==> src/rtl/popcount_stream_acc.sv <==
// Streaming popcount accumulator: sums set (or clear) bits of each word across a packet, result on valid/ready.
// Optional POPCOUNT_SAT_EN macro: clamp the accumulator at its maximum instead of wrapping.
`timescale 1ns/1ps

module popcount_stream_acc #(
    parameter int DATA_WIDTH = 16,
    parameter int ACC_WIDTH  = 16
) (
    input  logic                  clk,
    input  logic                  reset,
    input  logic [DATA_WIDTH-1:0] din,
    input  logic                  din_valid,
    input  logic                  din_last,
    input  logic                  cnt_zeros,
    output logic                  din_ready,
    output logic [ACC_WIDTH-1:0]  dout,
    output logic                  dout_ovf,
    output logic                  dout_valid,
    input  logic                  dout_ready
);

    localparam int PC_WIDTH = $clog2(DATA_WIDTH) + 1;

    typedef enum logic [1:0] {
        IDLE,
        ACCUM,
        FLUSH,
        DONE
    } state_t;

    state_t                state;
    state_t                state_next;

    logic [DATA_WIDTH-1:0] word;
    logic [PC_WIDTH-1:0]   pc_comb;
    logic [PC_WIDTH-1:0]   s1_pc;
    logic                  s1_valid;
    logic                  s1_last;

    logic [ACC_WIDTH-1:0]  acc;
    logic [ACC_WIDTH-1:0]  acc_next;
    logic                  ovf;
    logic                  ovf_next;
    logic [ACC_WIDTH:0]    sum;

    logic                  in_fire;
    logic                  out_fire;

    assign in_fire  = din_valid & din_ready;
    assign out_fire = dout_valid & dout_ready;

    // Stage-1 bit count of the (optionally inverted) input word
    always_comb begin
        word    = cnt_zeros ? ~din : din;
        pc_comb = '0;
        for (int i = 0; i < DATA_WIDTH; i++) begin
            pc_comb = pc_comb + PC_WIDTH'(word[i]);
        end
    end

    // Stage-2 adder; the extra top bit is the carry-out that drives the sticky overflow
    always_comb begin
        sum      = {1'b0, acc} + {{(ACC_WIDTH + 1 - PC_WIDTH){1'b0}}, s1_pc};
        ovf_next = ovf | sum[ACC_WIDTH];
`ifdef POPCOUNT_SAT_EN
        acc_next = sum[ACC_WIDTH] ? {ACC_WIDTH{1'b1}} : sum[ACC_WIDTH-1:0];
`else
        acc_next = sum[ACC_WIDTH-1:0];
`endif
    end

    always_comb begin
        state_next = state;
        din_ready  = (state == IDLE) || (state == ACCUM);
        dout_valid = (state == DONE);
        case (state)
            IDLE: begin
                if (in_fire) begin
                    state_next = din_last ? FLUSH : ACCUM;
                end
            end
            ACCUM: begin
                if (in_fire && din_last) begin
                    state_next = FLUSH;
                end
            end
            // Wait here until the last word's count has left stage 1 and landed in acc
            FLUSH: begin
                if (!(s1_valid && s1_last)) begin
                    state_next = DONE;
                end
            end
            DONE: begin
                if (out_fire) begin
                    state_next = IDLE;
                end
            end
            default: begin
                state_next = IDLE;
            end
        endcase
    end

    always_ff @(posedge clk) begin
        if (reset) begin
            state    <= IDLE;
            s1_valid <= 1'b0;
            s1_pc    <= '0;
            s1_last  <= 1'b0;
            acc      <= '0;
            ovf      <= 1'b0;
        end else begin
            state    <= state_next;
            s1_valid <= in_fire;
            if (in_fire) begin
                s1_pc   <= pc_comb;
                s1_last <= din_last;
            end
            if (out_fire) begin
                acc <= '0;
                ovf <= 1'b0;
            end else if (s1_valid) begin
                acc <= acc_next;
                ovf <= ovf_next;
            end
        end
    end

    assign dout     = acc;
    assign dout_ovf = ovf;

endmodule

==> config.mk <==
export PLATFORM = sky130hd
export DESIGN_NAME = popcount_stream_acc
export DESIGN_NICKNAME = d
export VERILOG_FILES = /design/src/rtl/popcount_stream_acc.sv
export SDC_FILE = /design/constraint.sdc
export NUM_CORES = 1
export LEC_CHECK = 0
export ABC_AREA = 0
export ABC_CLOCK_PERIOD_IN_PS = 4950
export CAP_MARGIN = 20
export CORE_ASPECT_RATIO = 1.2
export CORE_UTILIZATION = 46
export CTS_CLUSTER_DIAMETER = 150
export DETAILED_ROUTE_END_ITERATION = 12
export PLACE_DENSITY_LB_ADDON = 0.15
export SLEW_MARGIN = 5
export SYNTH_ARGS = -nofsm -noshare
export SYNTH_HDL_FRONTEND = slang
export SYNTH_SLANG_ARGS = --single-unit
==> constraint.sdc <==
create_clock -name clk -period 4.95 [get_ports clk]
set_clock_uncertainty 0.05 [all_clocks]
set_input_delay 1.2375 -clock clk [delete_from_list [all_inputs] [get_ports clk]]
set_output_delay 1.2375 -clock clk [all_outputs]
set_load 0.02 [all_outputs]
# Word level (Yosys, flattened, before mapping)
# Index checks and enable logic that the tools add are counted.
totals:
  register_bits: 26
  rom_bits: 0
  latch_bits: 0
  mem_count: 0
  ram_bits: 0
  out_inout_bits: 19
classes:
  bitwise: 4
  shift: 0
  magnitude_cmp: 0
  n_mul: 0
  eq_ne: 7
  muxes: 7
  reduce_logical: 6
  div: 0
  add_sub_neg: 16
ops:
  columns: ["operator", "count"]
  rows:
  - ["$add A5 B1 Y5", 11]
  - ["$add A16 B5 Y17", 1]
  - ["$mux W16", 1]
  - ["$not A16 Y16", 1]
  - ["$mux W2", 5]
  - ["$pmux W2 S4", 1]
  - ["$add A4 B1 Y5", 1]
  - ["$add A3 B1 Y4", 1]
  - ["$eq A2 B2 Y1 const B", 2]
  - ["$ne A2 B1 Y1 const B", 2]
  - ["$ne A2 B2 Y1 const B", 2]
  - ["$reduce_and A4 Y1", 1]
  - ["$add A2 B1 Y3", 1]
  - ["$add A1 B1 Y2", 1]
  - ["$and A1 B1 Y1", 2]
  - ["$eq A2 B1 Y1 const B", 1]
  - ["$logic_and A1 B1 Y1", 2]
  - ["$logic_not A2 Y1", 1]
  - ["$reduce_or A2 Y1", 1]
  - ["$logic_or A1 B1 Y1", 1]
  - ["$or A1 B1 Y1", 1]

# Depth between registers and ports, before layout
logic_depth:
  depth_word: 17
  ltp_mapped: 16
  ltp_nobuf: 14

# Worst setup path after synthesis
# OpenSTA, ideal clock, no wires.
synth_timing:
  path_type: "input -> register"
  startpoint: "input port cnt_zeros"
  endpoint: "register s1_pc[3]"
  stages: 16
  setup_slack_ns: -0.222
  path_buffers: 2
  t_arrival_ns: 5.052
  path_cell_list: "clkbuf_1 > buf_2 > xnor2_1 > fa_1 > inv_1 > fa_1 > fa_1 > inv_1 > fa_1 > inv_1 > ha_1 > a21o_1 > a21oi_1 > xnor2_1 > nand2_1 > a21oi_1"
synth_via:
  elab_chain_len: 16
synth_lines:
  columns: ["element", "line_no", "rtl"]
  rows:
  - ["start, declared", "14", "input logic cnt_zeros,"]
  - ["$mux W16 (*)", "54", "word = cnt_zeros ? ~din : din;"]
  - ["$add A1 B1 Y2", "57", "pc_comb = pc_comb + PC_WIDTH'(word[i]);"]
  - ["$add A2 B1 Y3", "57", null]
  - ["$add A3 B1 Y4", "57", null]
  - ["$add A4 B1 Y5", "57", null]
  - ["$add A5 B1 Y5 (10 in series)", "57", null]
  - ["$add A5 B1 Y5 (*)", "57", null]
  - ["end signal, assigned", "116", "s1_pc <= pc_comb;"]
  - ["end, declared", "36", "logic [PC_WIDTH-1:0] s1_pc;"]
# Every way passes the cells marked *; elsewhere a longest branch is shown, timed or not.
# A chain may end at the register's enable or synchronous reset.

# Worst setup path in the final report
# Same ends and word-level chain as after synthesis.

==> results.yml <==
worst_setup_path:
  start_kind: "input port"
  crit_buf_inv: 4
  required_ns: 5.11
  crit_type: "in -> reg"
  end_kind: "flop"
  path_common_cell: "fa_1"
  path_delay_family: "adder cells"
  max_stage_delay_ns: 0.56
  arrival_ns: 4.94
  cpMaxStageDelayCell: "fa_1"
  crit_fanout: 6
  path_cells: "dlygate4sd2_1, buf_4, xor2_1, fa_1, fa_2, fa_1, inv_1, fa_1, inv_1, ha_1, a21o_1, a21oi_1, xnor2_1, nand2_1, a21oi_2"
sta:
  maxSlewViolCount: 0
  post-route-period-util_pct: 96.53
  holdWs_ns: 0.3979
  fmax_mhz: 209.3
  final_hold_viol_count: 0
  rsz0062_at_grt: "no"
  final.min_clock_period_ns: 4.778
  relSlewSlack_pct: 62.04
  max_slew.worst_pin.slew_ns: 0.5686
  tns_ns: 0
  setup_viol_count_final: 0
power:
  p_leak_nw: 0.9558
  pwr_density_cell_mw_per_mm2: 411.1
  power_mw: 0.9876
  ir_drop_mv: 0.3285
drt:
  drc: 0
  drt_wl_total_mm: 3.311
  drtIter0Drc: 56
  wire_per_inst_um: 11.15
  via_per_inst: 4.990
  drt_first_pass_iters: 4
  ant_nets: 0
  vias: 1482
synth:
  synthCells: 203
  yosys.area.top_type_share_pct: 28.17
  ys_seq_elements: 26
  postSynthAreaPerCell_um2: 9.104
  yosys_warnings: 0
  synth_fp_nets: 250
  synth.distinct_cells: 34
  yosys.area.top_type: "dfxtp_1"
  synth_area_mm2: 0.001848
  ys_seq_area_share_pct: 28.17
  synth_area_leaders: "dfxtp_1 (28%), fa_1 (12%), ha_1 (9.5%)"
floorplanning:
  core-area_mm2: 0.003724
  rows: 24
  ioPinCount: 41
  dieHeight_um: 71.43
  die_x_um: 59.86
  die-area_mm2: 0.004276
  start_util_pct: 49.63
cts:
  holdBufCountCts: 0
  numCtsBuffers: 3
  cts.reportedPaths.clkPinSlew_ns: 0.09
  htree_levels: 1
  post-cts-setup-buffer-count: 0
  clockBufferDepth: 2
  root_buffer: "clkbuf_8"
  clock_sink_count: 26
  cts_tree: "done"
  clock_latency_ns: 0.27
cells_and_area:
  final-instance-count-excl-fill: 297
  finalCoreUtilization_pct: 64.52
  drive_gt1_share_pct: 8.571
  nNetsFinal: 293
  final_common_cell: "clkdlybuf4s50_1"
  area_growth_pct: 29.99
  n_antenna_cell: 0
  layout_common_cells: "clkdlybuf4s50_1 (39), dfxtp_1 (26), inv_1 (21)"
grt:
  gr-usage-all-layers_pct: 16.87
  grt_pass1_vias: 1319
  grt_remaining_overflow: 0
  grt_pass1_wl_mm: 5.513
  antenna_found_initial: 0
  grt_max_degree: 18
outcome:
  status: "complete, no violations"
place:
  place_congestion: 0.7884
  place_hpwl_mm: 2.696
  dp_cells: 293
  portBuffers: 40
worst_hold_path:
  worstHoldPathType: "reg -> reg"
flow_run:
  maxCapViolCount: 0
-- cell type report --
type	instances	area, µm²
timing repair buffer	46	444.2
clock buffer	4	55.05
multi-input combinational	148	1239
sequential	26	520.5
fill	345	1321
inverter	21	78.83
tap	52	65.06
-- power breakdown --
| part | switching (mW) | internal [mW] | leakage (nW) |
|---|---|---|---|
| combinational | 0.289 | 0.296 | 0.716 |
| sequential | 0.0269 | 0.237 | 0.211 |
| clock | 0.0666 | 0.0712 | 0.0288 |
| total | 0.383 | 0.605 | 0.956 |
-- state kept, by name, summed over array words and instances (netlist names) --
register / count
dout: 16
s1_pc: 5
state: 2
dout_ovf: 1
s1_last: 1
s1_valid: 1
-- cells in the mapped netlist, drive strengths merged --
| library cell | instances |
|---|---|
| dfxtp | 26 |
| inv | 21 |
| nor2 | 18 |
| xor2 | 15 |
| ha | 14 |
| nand2 | 13 |
| xnor2 | 13 |
| a21oi | 12 |
| fa | 11 |
| o21ai | 9 |
| a211oi | 6 |
| clkbuf | 5 |
| mux2i | 5 |
| nor2b | 4 |
| o211ai | 4 |
| a21o | 3 |
| and3 | 3 |
| buf | 3 |
| or3 | 3 |
| nor3b | 2 |
| o2111ai | 2 |
| o21a | 2 |
| a32oi | 1 |
| and2 | 1 |
| and4 | 1 |
| nand4 | 1 |
| nor3 | 1 |
| nor4 | 1 |
| o31a | 1 |
| or2 | 1 |
| or4 | 1 |
-- logic make-up (layout without fill, tap and decap cells) --
family                   count (synthesis)  count (layout)  share of synthesized area (%)
AO/OA/AOI/OAI                           40              40                          13.74
adder cells (fa/ha/maj)                 25              25                          21.39
buffers and inverters                   29              71                          6.094
AND/OR/NAND/NOR                         50              50                          14.62
XOR/XNOR                                28              28                          13.27
multiplexers                             5               5                          2.708
flip-flops                              26              26                          28.17
-- what timing repair did --
item	CTS	global route
gates resized for setup	5	1
pin swaps	0	1
setup endpoints to repair	4	2
-- metal layers --
metal / track usage, % / routed length, µm
met4: 7.752 / 70
met5: 0 / 0
met3: 1.625 / 49
met2: 29.88 / 1750
met1: 20.02 / 1439
-- stage by stage --
| step | setup slack (ns) | instance area [µm²] |
|---|---|---|
| 6_report | 0.1716 | 2402 |
| 5_1_grt | 0.002544 | 2402 |
| 4_1_cts | 0.1709 | 2399 |
| 3_5_place_dp | -0.4072 | 2325 |
| 3_3_place_gp | -0.3088 | 2325 |
| 2_1_floorplan | 0.02918 | 1856 |
-- worst min-delay path: stages, from the launching register on --
cell and delay, ns:
dfxtp_1 0.32, inv_1 0.05, a21oi_1 0.05
-- worst paths after layout --
path,cells after the start,slack [ns],end,from
hold reg to reg,2,0.40,dout_ovf,dout_ovf
setup / recovery,15,0.17,s1_pc[3],cnt_zeros
setup reg to reg,8,2.73,dout_ovf,dout[0]
hold / removal,2,0.40,dout_ovf,dout_ovf
Power figures use the tool's default switching activity.
